File: src/rtl/lsu_mem_ctrl_if.sv
// lsu_mem_ctrl_if: bundles the core request/response handshake and the
// single-port word memory bus of the load/store controller.
//   req_*  : core access request (valid/ready, we, funct3, byte addr, wdata)
//   rsp_*  : one-cycle completion pulse with extended load data and error
//   mem_*  : word-aligned memory read/write port (rdata one cycle latency)
// Modports:
//   slave  : the controller
//   master : the environment (core + memory)
interface lsu_mem_ctrl_if;
  logic        req_valid;
  logic        req_ready;
  logic        req_we;
  logic [2:0]  req_funct3;
  logic [31:0] req_addr;
  logic [31:0] req_wdata;
  logic        rsp_valid;
  logic [31:0] rsp_rdata;
  logic        rsp_err;
  logic [31:0] mem_addr;
  logic [31:0] mem_rdata;
  logic        mem_we;
  logic [31:0] mem_wdata;
  logic [2:0]  mem_sel;

  modport slave (
    input  req_valid, req_we, req_funct3, req_addr, req_wdata, mem_rdata,
    output req_ready, rsp_valid, rsp_rdata, rsp_err,
           mem_addr, mem_we, mem_wdata, mem_sel
  );

  modport master (
    output req_valid, req_we, req_funct3, req_addr, req_wdata, mem_rdata,
    input  req_ready, rsp_valid, rsp_rdata, rsp_err,
           mem_addr, mem_we, mem_wdata, mem_sel
  );
endinterface

File: src/rtl/lsu_mem_ctrl.sv
// lsu_mem_ctrl: RV32I load/store unit front-end to a word-wide memory.
// Loads read a word and extract/extend the addressed byte/halfword; SW
// writes directly; SB/SH do read-modify-write. Misaligned, illegal-funct3
// and out-of-range accesses complete without touching memory.
// Ports:
//   clk  : clock, all state updates on posedge
//   rst  : synchronous active-high reset
//   bus  : lsu_mem_ctrl_if.slave (request, response and memory signals)
// Parameter:
//   SIZE : memory depth in 32-bit words
module lsu_mem_ctrl #(
  parameter int unsigned SIZE = 128
) (
  input  logic          clk,
  input  logic          rst,
  lsu_mem_ctrl_if.slave bus
);

  localparam logic [31:0] SizeW = 32'(SIZE);

  typedef enum logic [2:0] {
    IDLE = 3'd0,
    RD   = 3'd1,
    CAP  = 3'd2,
    WR   = 3'd3,
    RESP = 3'd4
  } state_e;

  state_e      state_q, state_d;
  logic        we_q, we_d;
  logic [2:0]  funct3_q, funct3_d;
  logic [31:0] addr_q, addr_d;
  logic [31:0] data_q, data_d;
  logic        err_q, err_d;

  logic        ready;
  logic        accept;
  logic        req_err;
  logic [7:0]  rd_byte;
  logic [15:0] rd_half;
  logic [31:0] load_val;
  logic [31:0] merge_val;

  assign ready  = (state_q == IDLE) && !rst;
  assign accept = bus.req_valid && ready;

  // Request legality check on the incoming request fields.
  always_comb begin
    req_err = 1'b0;
    if (bus.req_we) begin
      if (bus.req_funct3 > 3'd2) req_err = 1'b1;
    end else begin
      case (bus.req_funct3)
        3'd0, 3'd1, 3'd2, 3'd4, 3'd5: req_err = req_err;
        default:                      req_err = 1'b1;
      endcase
    end
    if ((bus.req_funct3[1:0] == 2'b01) && bus.req_addr[0])
      req_err = 1'b1;
    if ((bus.req_funct3 == 3'd2) && (bus.req_addr[1:0] != 2'b00))
      req_err = 1'b1;
    if ({2'b00, bus.req_addr[31:2]} >= SizeW)
      req_err = 1'b1;
  end

  // Lane extraction and merge, both keyed off the captured address.
  always_comb begin
    rd_byte   = bus.mem_rdata[{addr_q[1:0], 3'b000} +: 8];
    rd_half   = bus.mem_rdata[{addr_q[1], 4'b0000} +: 16];
    load_val  = bus.mem_rdata;
    case (funct3_q)
      3'd0:    load_val = {{24{rd_byte[7]}}, rd_byte};
      3'd1:    load_val = {{16{rd_half[15]}}, rd_half};
      3'd4:    load_val = {24'h0, rd_byte};
      3'd5:    load_val = {16'h0, rd_half};
      default: load_val = bus.mem_rdata;
    endcase
    merge_val = bus.mem_rdata;
    if (funct3_q[1:0] == 2'b00)
      merge_val[{addr_q[1:0], 3'b000} +: 8] = data_q[7:0];
    else
      merge_val[{addr_q[1], 4'b0000} +: 16] = data_q[15:0];
  end

  // State register and captured request/data registers.
  always_ff @(posedge clk) begin
    if (rst) begin
      state_q  <= IDLE;
      we_q     <= 1'b0;
      funct3_q <= '0;
      addr_q   <= '0;
      data_q   <= '0;
      err_q    <= 1'b0;
    end else begin
      state_q  <= state_d;
      we_q     <= we_d;
      funct3_q <= funct3_d;
      addr_q   <= addr_d;
      data_q   <= data_d;
      err_q    <= err_d;
    end
  end

  // Next-state and datapath update.
  // data_q first holds the store data; CAP overwrites it with either the
  // extended load result or the merged RMW word.
  always_comb begin
    state_d  = state_q;
    we_d     = we_q;
    funct3_d = funct3_q;
    addr_d   = addr_q;
    data_d   = data_q;
    err_d    = err_q;
    case (state_q)
      IDLE: begin
        if (accept) begin
          we_d     = bus.req_we;
          funct3_d = bus.req_funct3;
          addr_d   = bus.req_addr;
          data_d   = bus.req_wdata;
          err_d    = req_err;
          if (req_err)
            state_d = RESP;
          else if (bus.req_we && (bus.req_funct3 == 3'd2))
            state_d = WR;
          else
            state_d = RD;
        end
      end
      RD:  state_d = CAP;
      CAP: begin
        data_d  = we_q ? merge_val : load_val;
        state_d = we_q ? WR : RESP;
      end
      WR:      state_d = RESP;
      RESP:    state_d = IDLE;
      default: state_d = IDLE;
    endcase
  end

  // Outputs; write enable and ready are masked by rst in the same cycle.
  always_comb begin
    bus.req_ready = ready;
    bus.mem_sel   = 3'b010;
    bus.mem_addr  = '0;
    bus.mem_we    = 1'b0;
    bus.mem_wdata = '0;
    bus.rsp_valid = 1'b0;
    bus.rsp_err   = 1'b0;
    bus.rsp_rdata = '0;
    if ((state_q == RD) || (state_q == WR))
      bus.mem_addr = {addr_q[31:2], 2'b00};
    if ((state_q == WR) && !rst) begin
      bus.mem_we    = 1'b1;
      bus.mem_wdata = data_q;
    end
    if ((state_q == RESP) && !rst) begin
      bus.rsp_valid = 1'b1;
      bus.rsp_err   = err_q;
      if (!err_q && !we_q)
        bus.rsp_rdata = data_q;
    end
  end

endmodule

File: src/flat_wrapper.sv
// flat-port wrapper written by rule: the top's interface ports become plain ports
module lsu_mem_ctrl_flat 
#(
  parameter int unsigned SIZE = 128
)
  (clk, rst, bus_req_valid, bus_req_we, bus_req_funct3, bus_req_addr, bus_req_wdata, bus_mem_rdata, bus_req_ready, bus_rsp_valid, bus_rsp_rdata, bus_rsp_err, bus_mem_addr, bus_mem_we, bus_mem_wdata, bus_mem_sel);
  lsu_mem_ctrl_if bus_i ();
  input  logic clk;
  input  logic rst;
  input wire logic [$bits(bus_i.req_valid)-1:0] bus_req_valid;
  input wire logic [$bits(bus_i.req_we)-1:0] bus_req_we;
  input wire logic [$bits(bus_i.req_funct3)-1:0] bus_req_funct3;
  input wire logic [$bits(bus_i.req_addr)-1:0] bus_req_addr;
  input wire logic [$bits(bus_i.req_wdata)-1:0] bus_req_wdata;
  input wire logic [$bits(bus_i.mem_rdata)-1:0] bus_mem_rdata;
  output wire logic [$bits(bus_i.req_ready)-1:0] bus_req_ready;
  output wire logic [$bits(bus_i.rsp_valid)-1:0] bus_rsp_valid;
  output wire logic [$bits(bus_i.rsp_rdata)-1:0] bus_rsp_rdata;
  output wire logic [$bits(bus_i.rsp_err)-1:0] bus_rsp_err;
  output wire logic [$bits(bus_i.mem_addr)-1:0] bus_mem_addr;
  output wire logic [$bits(bus_i.mem_we)-1:0] bus_mem_we;
  output wire logic [$bits(bus_i.mem_wdata)-1:0] bus_mem_wdata;
  output wire logic [$bits(bus_i.mem_sel)-1:0] bus_mem_sel;
  assign bus_i.req_valid = bus_req_valid;
  assign bus_i.req_we = bus_req_we;
  assign bus_i.req_funct3 = bus_req_funct3;
  assign bus_i.req_addr = bus_req_addr;
  assign bus_i.req_wdata = bus_req_wdata;
  assign bus_i.mem_rdata = bus_mem_rdata;
  assign bus_req_ready = bus_i.req_ready;
  assign bus_rsp_valid = bus_i.rsp_valid;
  assign bus_rsp_rdata = bus_i.rsp_rdata;
  assign bus_rsp_err = bus_i.rsp_err;
  assign bus_mem_addr = bus_i.mem_addr;
  assign bus_mem_we = bus_i.mem_we;
  assign bus_mem_wdata = bus_i.mem_wdata;
  assign bus_mem_sel = bus_i.mem_sel;
  lsu_mem_ctrl #(.SIZE(SIZE)) u_core (.clk(clk), .rst(rst), .bus(bus_i));
endmodule
File: config.mk
export PLATFORM = sky130hd
export DESIGN_NAME = lsu_mem_ctrl_flat
export DESIGN_NICKNAME = d
export VERILOG_FILES = /design/src/rtl/lsu_mem_ctrl_if.sv /design/src/rtl/lsu_mem_ctrl.sv /design/src/flat_wrapper.sv
export SDC_FILE = /design/constraint.sdc
export NUM_CORES = 1
export LEC_CHECK = 0
export BUFFER_PORTS_ARGS = -buffer_cell sky130_fd_sc_hd__clkbuf_2
export CAP_MARGIN = 20
export CORE_MARGIN = 1
export CORE_UTILIZATION = 40
export CTS_BUF_LIST = sky130_fd_sc_hd__clkbuf_16
export DETAILED_ROUTE_END_ITERATION = 8
export GPL_TIMING_DRIVEN = 1
export HOLD_SLACK_MARGIN = 0.15
export PLACE_DENSITY = 0.66
export SETUP_SLACK_MARGIN = 0.4
export SLEW_MARGIN = 20
export SYNTH_ARGS = -nofsm -noshare
export SYNTH_HDL_FRONTEND = slang
export SYNTH_SLANG_ARGS = --single-unit
File: constraint.sdc
create_clock -name clk -period 3 [get_ports clk]
set_input_delay 0.9 -clock clk [delete_from_list [all_inputs] [get_ports clk]]
set_output_delay 0.9 -clock clk [all_outputs]
set_load 0.02 [all_outputs]
* Word level (Yosys, flattened, before mapping)
Cells that the tools add are included.
Operators by class: $add $sub $neg 2, magnitude comparators 2, div/mod/pow operators 0, eq/ne operators 13, mux-type cells 25, multipliers 0, shift-type cells 6, bitwise logic cells 0, reduce and logical (&&, ||, !) cells 21
Operator list (number):
- 32-bit 2-to-1 mux | 7
- 32-bit one-hot mux with 4 select lines | 1
- 32-bit bitwise mux | 2
- 32-bit one-hot mux with 2 select lines | 1
- 16-bit by 7-bit variable shift with 32-bit output (first input constant) | 1
- 8-bit by 7-bit variable shift with 32-bit output (first input constant) | 1
- 16-bit by 7-bit variable part select with 32-bit output | 1
- 32-bit by 6-bit variable part select with 16-bit output | 1
- 32-bit by 6-bit variable part select with 8-bit output | 1
- 8-bit by 7-bit variable part select with 32-bit output | 1
- 30-bit by 8-bit >= comparator with 1-bit output (second input constant) | 1
- 3-bit == test (second input constant) | 5
- 5-bit negator with 7-bit output | 2
- 3-bit one-hot mux with 4 select lines | 1
- 3-bit by 1-bit == test with 1-bit output (second input constant) | 3
- 3-bit by 2-bit == test with 1-bit output (second input constant) | 3
- 3-bit logical NOT | 3
- 1-bit 2-to-1 mux | 9
- 3-bit 2-to-1 mux | 3
- 1-bit logical AND | 8
- 5-bit OR reduction | 1
- 2-bit AND reduction | 2
- 2-bit nonzero test | 2
- 3-bit by 2-bit greater-than comparator with 1-bit output (second input constant) | 1
- 6 further kinds | 8
Storage, ports and cells: register bits 72, bits in read-only memories 0, bits in writable memories 0, latch bits 0, bits of input ports 103, memories 0

* Depth between registers and ports, before layout
Gate-level depths: netlist (run 1).
depth after elaboration 10, mapped depth 9

* Worst setup path before layout (run 1)
Ideal clock, no wire load.
path type input port to output port, start point input port rst, end point output port bus_rsp_rdata[10], arrival time 2.503 ns, setup slack -0.403 ns, stages on the path 5, path through clkbuf_1 > nor4b_2 > nor3b_1 > clkbuf_1 > and2_1
Between the ends: cells in the longest elaborated chain, start to end 3
RTL lines:
- start: declaration | line flat_wrapper.sv:9 | input logic rst;
- 1-bit logical NOT | line lsu_mem_ctrl.sv:157 | if ((state_q == RESP) && !rst) begin
- 1-bit logical AND | line lsu_mem_ctrl.sv:157
- 32-bit 2-to-1 mux | line lsu_mem_ctrl.sv:157
- end: declaration | line flat_wrapper.sv:18 | output wire logic [$bits(bus_i.rsp_rdata)-1:0] bus_rsp_rdata;
Every way passes these cells.

* Final worst setup path (run 1)
start point input port rst, end point output port bus_rsp_rdata[5]
Same word-level chain as after synthesis.

==> results of run 1 <==
==> final cells by class <==
type,count,area share (%)
inverters,8,0.389
repair buffers,243,25.7
clock buffers,9,2.92
flip-flops and latches,72,18.7
multi-input cells,540,48.5
clock inverters,7,1.02
well taps,172,2.79
==> final timing paths <==
path	to	slack, ns	depth (start not counted)
worst max-delay path	bus_rsp_rdata[5]	-0.04	7
worst min-delay path	u_core.addr_q[27]	0.45	2
worst max register to register	u_core.data_q[1]	0.71	5
worst min register to register	u_core.addr_q[27]	0.45	2
==> Yosys cell counts (all sizes together), types with 3 or more instances <==
master   number  area share, %
a221oi        9            1.5
a21o          8            1.1
mux2         15            3.2
nor2b         5           0.59
nand2b        3           0.35
buf          30            3.2
o2111ai       7            1.2
mux2i        27            5.1
nor2          7           0.49
nand4        10            1.2
a211o         9            1.5
nor3b         3           0.52
nand3b       15            2.1
nand3        34            3.2
nand2        91            6.4
a31oi        15            1.8
o221a         8            1.7
nor3         13            1.3
a311oi        8            1.3
ha            5            1.2
and3          9            1.1
dfxtp        72             27
o22ai         9            1.1
a41o          8            1.5
a21oi        34            3.2
o311a         7            1.3
o221ai        7            1.2
clkbuf       37            2.6
inv           6           0.42
and2        105             12
o21ai        22            2.1
and4b         7            1.3
o31ai         4           0.57
nor4          7           0.82
==> registers in the layout, indices dropped and copies added (netlist names) <==
name / count
u_core.addr_q: 32
u_core.data_q: 32
u_core.err_q: 1
u_core.funct3_q: 3
u_core.state_q: 3
u_core.we_q: 1
==> placed cells by master (no fill, tap or decap), drive strengths merged, types with 10 or more instances in the layout <==
master,count
a21oi,34
a31oi,15
and2,105
buf,107
clkbuf,145
dfxtp,72
mux2,15
mux2i,27
nand2,91
nand3,34
nand3b,15
nand4,10
nor3,13
o21ai,22
==> power groups by stage <==
stage	clock, W	sequential, W	combinational [W]
5_1_grt	0.00117	0.00110	0.000617
3_5_place_dp	0	0.00111	0.000534
2_1_floorplan	0	0.00108	0.000357
3_3_place_gp	0	0.00111	0.000531
6_report	0.00112	0.00110	0.000570
4_1_cts	0.00113	0.00109	0.000544
==> per-stage QoR <==
stage / hold slack, ns / total power (W) / setup TNS (ns) / area (sq um) / std cells
2_1_floorplan: 0.429 / 0.00144 / -2.41 / 5510 / 687
3_3_place_gp: 0.437 / 0.00164 / 0 / 6630 / 1022
3_5_place_dp: 0.442 / 0.00165 / 0 / 6630 / 1022
4_1_cts: 0.453 / 0.00277 / 0 / 7240 / 1045
5_1_grt: 0.466 / 0.00289 / -0.991 / 7710 / 1051
6_report: 0.447 / 0.00279 / -0.238 / 7710 / 1051
==> critical path, cell delays in order <==
cell and delay (ns):
buf_8 0.10, nor4b_4 0.23, nor3b_4 0.31, buf_6 0.17, clkbuf_16 0.16, and2_4 0.15
buf_6 0.11
==> routing by layer <==
layer	vias up	GRT usage, %	part of all wire (%)
met5	-	0	0
met4	0	16.1	3.8
met3	55	8.19	11
met2	406	46.2	47
met1	2842	33.5	39
li1	2880	-	-
==> cells by family (layout without fill, tap and decap cells) <==
group	after synthesis	count (layout)	share of synthesized area (%)
buf+inv	75	267	6.41
flops	72	72	27.1
mux	42	42	8.27
simple gates	323	323	34.1
compound gates	165	165	22.7
other cells	2	5	0.141
fa+ha+maj	5	5	1.18
==> timing repair <==
action | 4_1_cts | 5_1_grt
gates cloned | 2 | 4
setup endpoints to repair | 67 | 97
buffers inserted | 5 | 2
gates resized for setup | 48 | 194
pin swaps | 1 | 5
==> flow_metrics.py, run 1 <==
metrics = {
    "layout": {
        "fin_nets": 982,
        "multi_input_area_sq_um": 3740,
        "antenna_cells": 0,
        "fill_cells": 1178,
        "postLayoutCoreUtil_pct": 60.4,
        "seq_area_sq_um": 1440,
        "area_delta_synth_final_pct": 45.1,
        "drive_above_1_share_pct": 41.0,
    },
    "setup_path": {
        "crit_path_start": "rst",
        "startpoint_type": "primary input",
        "worstPathArrival_ns": 2.14,
        "crit_type": "primary input to output pin",
        "cp-end-kind": "output pin",
        "r2r_start": "u_core.addr_q[1]",
        "critPathMaxFanout": 8,
        "crit_required_ns": 2.10,
    },
    "place": {
        "dp_worst_setup_slack_ns": 0.00977,
        "place.gp.congestion": 0.910,
        "io_buffers": 200,
        "dp_hpwl_um": 13500,
    },
    "power": {
        "cellInternalPower_w": 0.00192,
        "p_per_area_nw_per_um2": 361,
        "clockPowerShare_pct": 40.1,
        "ir_drop_v": 0.000328,
        "seq_power_share_pct": 39.5,
        "leakagePower_nw": 3.52,
        "p_sw_share_pct": 31.0,
        "pwr-share-comb_pct": 20.5,
        "switching_power_w": 0.000865,
    },
    "sta": {
        "setup_viol": 9,
        "worst_slack_ns": -0.0369,
        "relSlewSlack_pct": 54.0,
        "tightest_slew_ns": 0.685,
        "slew_viol_final": 0,
        "fmax_mhz": 329,
        "period_minus_slack_ns": 3.04,
        "finClkSkew_ns": 0.00834,
        "finalHoldViolations": 0,
        "finalCritPeriodShare_pct": 101,
        "rsz0062_at_grt": "yes",
    },
    "yosys": {
        "synthesis.area_sq_um": 5310,
        "synth.distinct_cells": 64,
        "synth-main-ff-cell": "dfxtp_1",
        "postSynth.asyncResetShare_pct": 0,
        "ys_warn_count": 0,
        "synth_edf_count": 0,
        "ys_seq_area_share_pct": 27.1,
        "avgSynthCellArea_sq_um": 7.77,
        "syn_inst": 684,
        "ys_ff_latch": 72,
    },
    "drt": {
        "first_pass_iters": 7,
        "postRouteAntennaNets": 0,
        "drc": 0,
        "vias": 6183,
        "wl_per_cell_um": 19.9,
        "routed_wl_um": 20900,
        "drtIter0Drc": 627,
        "avgViaCountPerCell": 5.88,
    },
    "clock_tree": {
        "cts_buffers": 9,
        "cts_root_buf": "clkbuf_16",
        "cts.reportedPaths.clkPinSlew_ns": 0.06,
        "cts-htree-levels": 3,
        "numClockSinks": 72,
        "clock_tree.buffer_depth": 2,
        "clock_latency_ns": 0.34,
        "cts_tree": "built",
        "cts_hold_buf": 0,
    },
    "die": {
        "die_area_sq_um": 13700,
        "die_h_um": 117,
        "fp.dieW_um": 117,
        "core-area_sq_um": 12800,
        "start_util_pct": 41.6,
        "pin_count": 206,
        "row_count": 41,
    },
    "worst_hold_path": {
        "hold_path.class": "register to register",
        "hp-start": "u_core.addr_q[27]",
    },
    "outcome": {
        "status": "finished with violations",
        "violations": "setup timing",
    },
    "job": {
        "maxCapViolations": 0,
    },
    "global_route": {
        "overflow": 0,
        "grt_pass1_vias": 5523,
        "antenna_found_initial": 0,
        "grt_max_degree": 33,
        "grt_usage_pct": 28.4,
        "grt_pass1_wl_um": 29400,
    },
}
No activity file was read; power rests on OpenSTA's default activity.
==> run 2, diff against run 1 <==
CORE_MARGIN = 2   (was 1)
PLACE_DENSITY = 0.69   (was 0.66)
==> flow_metrics.py, run 2 (same netlist as run 1, synthesis figures left out) <==
metrics = {
    "outcome": {
        "status": "finished clean",
    },
    "layout": {
        "area_delta_synth_final_pct": 37.7,
        "fill_cells": 1229,
        "multi_input_area_sq_um": 3690,
        "final_common_cell": "clkbuf_2",
        "drive_above_1_share_pct": 39.7,
        "seq_area_sq_um": 1450,
        "reg_top3": "u_core.addr_q: 32 flops, u_core.data_q: 32 flops",
        "fin_nets": 971,
        "final_cell_mix": "clkbuf_2, nand2_1, dfxtp_1, and2_1",
        "antenna_cells": 0,
    },
    "job": {
        "maxCapViolations": 0,
    },
    "setup_path": {
        "cp-end-kind": "output pin",
        "r2r_slack_ns": 0.81,
        "critPathMaxFanout": 16,
        "crit_type": "primary input to output pin",
        "crit_required_ns": 2.10,
        "startpoint_type": "primary input",
        "r2r_start": "u_core.funct3_q[0]",
        "crit_path_start": "rst",
        "worstPathArrival_ns": 2.06,
    },
    "power": {
        "leakagePower_nw": 3.38,
        "power_w": 0.00276,
        "p_per_area_nw_per_um2": 378,
        "ir_drop_v": 0.000253,
    },
    "sta": {
        "worst_slack_ns": 0.0353,
        "relSlewSlack_pct": 61.5,
        "rsz0062_at_grt": "yes",
        "slew_viol_final": 0,
        "setup_viol": 0,
        "finalHoldViolations": 0,
        "finClkSkew_ns": 0.00674,
        "fmax_mhz": 337,
        "period_minus_slack_ns": 2.96,
        "finalCritPeriodShare_pct": 98.8,
        "tightest_slew_ns": 0.577,
    },
    "die": {
        "row_count": 42,
        "core-area_sq_um": 13100,
        "fp.dieW_um": 119,
        "die_h_um": 119,
        "pin_count": 206,
        "start_util_pct": 40.6,
        "die_area_sq_um": 14200,
    },
    "drt": {
        "postRouteAntennaNets": 0,
        "wl_per_cell_um": 18.8,
        "routed_wl_um": 19600,
        "drc": 0,
        "first_pass_iters": 5,
        "avgViaCountPerCell": 5.80,
        "drtIter0Drc": 484,
        "vias": 6050,
    },
    "place": {
        "dp_worst_setup_slack_ns": -0.0242,
        "dp_hpwl_um": 13600,
        "place.gp.congestion": 0.913,
        "io_buffers": 200,
    },
    "clock_tree": {
        "cts-htree-levels": 3,
        "cts.reportedPaths.clkPinSlew_ns": 0.06,
        "cts_hold_buf": 0,
        "clock_latency_ns": 0.34,
        "cts_tree": "built",
        "numClockSinks": 72,
        "clock_tree.buffer_depth": 2,
        "cts_buffers": 9,
        "cts_root_buf": "clkbuf_16",
    },
    "global_route": {
        "grt_max_degree": 43,
        "antenna_found_initial": 0,
        "grt_pass1_wl_um": 30300,
        "overflow": 0,
        "grt_pass1_vias": 5551,
        "grt_usage_pct": 26.9,
    },
    "worst_hold_path": {
        "hp-start": "u_core.addr_q[3]",
        "hold_path.class": "register to register",
    },
}
[run 2: stage by stage]
stage	hold WS [ns]	instances	util, %	instance area (sq um)	setup TNS [ns]
2_1_floorplan	0.429	687	-	5510	-2.41
3_3_place_gp	0.437	1021	50.4	6590	0
3_5_place_dp	0.440	1021	50.4	6590	-0.521
4_1_cts	0.451	1042	54.8	7170	0
5_1_grt	0.459	1044	55.9	7310	-0.00925
6_report	0.448	1044	55.9	7310	0
[run 2: area by class of cell]
cell class	instances	area share (%)
sequential	72	19.8
clock buffer	9	3.08
multi-input combinational	540	50.5
inverter	8	0.411
clock inverter	7	1.04
timing repair buffer	232	22.2
tap	176	3.01
[run 2: path summary, 6_finish.rpt]
| kind | to | depth (start not counted) |
|---|---|---|
| max reg2reg | u_core.data_q[26] | 5 |
| min | u_core.addr_q[3] | 2 |
| min reg2reg | u_core.addr_q[3] | 2 |
| max | bus_rsp_rdata[2] | 7 |
[run 2: report_power, final]
group / total, W / switching (W) / internal [W]
clock: 0.00111 / 0.000460 / 0.000653
sequential: 0.00110 / 0.0000740 / 0.00102
combinational: 0.000555 / 0.000317 / 0.000238
[run 2: repair_timing]
action / CTS / global route
cloned: 2 / 1
endpoints found under the setup margin: 97 / 98
pin swaps: 2 / 0
buffers inserted: 3 / 1
gates resized for setup: 39 / 69
[run 2: critical path, stage by stage]
cell and delay [ns]:
buf_6 0.10, nor4b_4 0.23, nor3b_4 0.22, buf_6 0.18
buf_16 0.15, and2_4 0.14, buf_4 0.13
[run 2: metal layers]
layer  GRT usage [%]  share of wire, %  vias to the layer above
met4            10.0               3.5                        0
met1            34.2                41                     2782
li1                -                 -                     2856
met3            7.38                10                       52
met2            43.6                46                      360
met5               0                 0                        -
==> run 3, diff against run 2 <==
--- a/config.mk
+++ b/config.mk
@@ -16,4 +16,3 @@
 export PLACE_DENSITY = 0.69
-export SETUP_SLACK_MARGIN = 0.4
-export SLEW_MARGIN = 20
+export SLEW_MARGIN = 25
 export SYNTH_ARGS = -nofsm -noshare
==> constraint.sdc (replaced) <==
create_clock -name clk -period 3 [get_ports clk]
set_input_delay 0.6 -clock clk [delete_from_list [all_inputs] [get_ports clk]]
set_output_delay 0.6 -clock clk [all_outputs]
set_load 0.02 [all_outputs]
==> flow_metrics.py, run 3 (same netlist as run 1, synthesis figures left out) <==
metrics = {
    "power": {
        "seq_power_share_pct": 40.2,
        "p_sw_share_pct": 30.5,
        "ir_drop_v": 0.000372,
        "cellInternalPower_w": 0.00189,
        "switching_power_w": 0.000830,
        "clockPowerShare_pct": 40.1,
        "leakagePower_nw": 3.16,
        "p_per_area_nw_per_um2": 403,
        "pwr-share-comb_pct": 19.6,
    },
    "sta": {
        "finalCritPeriodShare_pct": 90.4,
        "period_minus_slack_ns": 2.71,
        "finClkSkew_ns": 0.00689,
        "slew_viol_final": 0,
        "tightest_slew_ns": 0.646,
        "setup_tns_ns": 0,
        "finalHoldViolations": 0,
        "fmax_mhz": 369,
        "rsz0062_at_grt": "no",
        "setup_viol": 0,
        "relSlewSlack_pct": 56.8,
    },
    "clock_tree": {
        "cts_hold_buf": 0,
        "post_cts_buffers": 0,
        "cts.reportedPaths.clkPinSlew_ns": 0.06,
        "clock_latency_ns": 0.34,
        "clock_tree.buffer_depth": 2,
        "numClockSinks": 72,
        "cts_buffers": 9,
        "cts_resized": 0,
        "cts_tree": "built",
        "cts-htree-levels": 3,
        "cts_root_buf": "clkbuf_16",
    },
    "layout": {
        "final_cell_mix": "clkbuf_2, and2_1, nand2_1, dfxtp_1",
        "final_common_cell": "clkbuf_2",
        "antenna_cells": 0,
        "area_delta_synth_final_pct": 26.9,
        "reg_top3": "u_core.addr_q: 32 flops, u_core.data_q: 32 flops",
        "fill_cells": 1323,
        "fin_nets": 962,
        "final_cell_area_sq_um": 6740,
        "drive_above_1_share_pct": 31.7,
    },
    "worst_hold_path": {
        "hold_path.class": "register to register",
    },
    "drt": {
        "wl_per_cell_um": 18.4,
        "routed_wl_um": 19100,
        "vias": 5955,
        "drtIter0Drc": 511,
        "drc": 0,
        "postRouteAntennaNets": 0,
        "avgViaCountPerCell": 5.75,
        "first_pass_iters": 6,
    },
    "setup_path": {
        "startpoint_type": "register",
        "crit_type": "register to output pin",
        "crit_required_ns": 2.40,
        "cpPeakStageDelay_ns": 0.51,
        "cp_top_family": "simple AND/OR/NAND/NOR gates",
        "crit_buf_inv": 2,
        "r2r_slack_ns": 0.70,
        "cp-end-kind": "output pin",
        "worstPathArrival_ns": 2.11,
        "crit_slowest_cell": "dfxtp_1",
        "crit_chain": "nor4b_2 > nor3b_2 > buf_4 > and2_1 > clkbuf_2",
        "critPathMaxFanout": 32,
    },
    "job": {
        "maxCapViolations": 0,
    },
    "die": {
        "die_area_sq_um": 14200,
        "start_util_pct": 40.6,
        "core-area_sq_um": 13100,
        "row_count": 42,
        "die_h_um": 119,
        "pin_count": 206,
        "fp.dieW_um": 119,
    },
    "global_route": {
        "grt_pass1_vias": 5574,
        "grt_usage_pct": 26.5,
        "grt_max_degree": 42,
        "overflow": 0,
        "grt_pass1_wl_um": 29700,
        "antenna_found_initial": 0,
    },
    "outcome": {
        "status": "finished clean",
    },
    "place": {
        "placed_area_sq_um": 6440,
        "dp_hpwl_um": 13500,
        "place.gp.congestion": 0.931,
        "io_buffers": 200,
    },
}
==> run 3: cell count changes in the layout (fill, tap and decap cells not counted), sizes merged <==
cell,delta
bufbuf,-1
inv,-2
clkinvlp,+3
clkinv,-1
clkbuf,+40
buf,-48
==> run 3: per-layer routing <==
metal	up-vias	part of all wire [%]	GRT usage (%)
met2	326	44	41.8
met3	49	10	6.94
met1	2732	42	33.7
met4	0	3.7	12.4
li1	2848	-	-
met5	-	0	0
==> run 3: cell type report <==
class,instances,area [sq um],share of cell area [%]
inverter,8,30.0,0.445
clock buffer,9,225,3.34
timing repair buffer,223,1200,17.8
sequential,72,1440,21.4
multi-input combinational,540,3550,52.7
clock inverter,7,72.6,1.08
tap,176,220,3.27
==> run 3: metrics by stage <==
stage	utilization (%)	std cells	hold slack (ns)	worst slack (ns)	power, W
6_report	51.5	1035	0.447	0.287	0.00272
5_1_grt	51.5	1035	0.469	0.124	0.00282
4_1_cts	51.5	1035	0.443	0.310	0.00272
3_5_place_dp	49.2	1019	0.440	0.533	0.00163
3_3_place_gp	49.2	1019	0.438	0.599	0.00163
2_1_floorplan	-	687	0.429	0.197	0.00142
==> run 3: worst min-delay path, stage by stage, from the launching register on <==
cell     delay (ns)
dfxtp_1        0.30
nand3_1        0.06
nand2_1        0.04
==> run 3: final timing paths <==
path	startpoint	endpoint	cells after the start
setup / recovery	u_core.state_q[2]	bus_rsp_rdata[2]	5
hold / removal	u_core.addr_q[14]	u_core.addr_q[14]	2
hold reg to reg	u_core.addr_q[14]	u_core.addr_q[14]	2
setup reg to reg	u_core.we_q	u_core.data_q[8]	4
==> run 3: power by group through the flow <==
stage / logic [W] / clock network, W / registers [W]
2_1_floorplan: 0.000346 / 0 / 0.00107
3_3_place_gp: 0.000517 / 0 / 0.00111
3_5_place_dp: 0.000522 / 0 / 0.00111
4_1_cts: 0.000524 / 0.00111 / 0.00109
5_1_grt: 0.000582 / 0.00114 / 0.00110
6_report: 0.000533 / 0.00109 / 0.00109
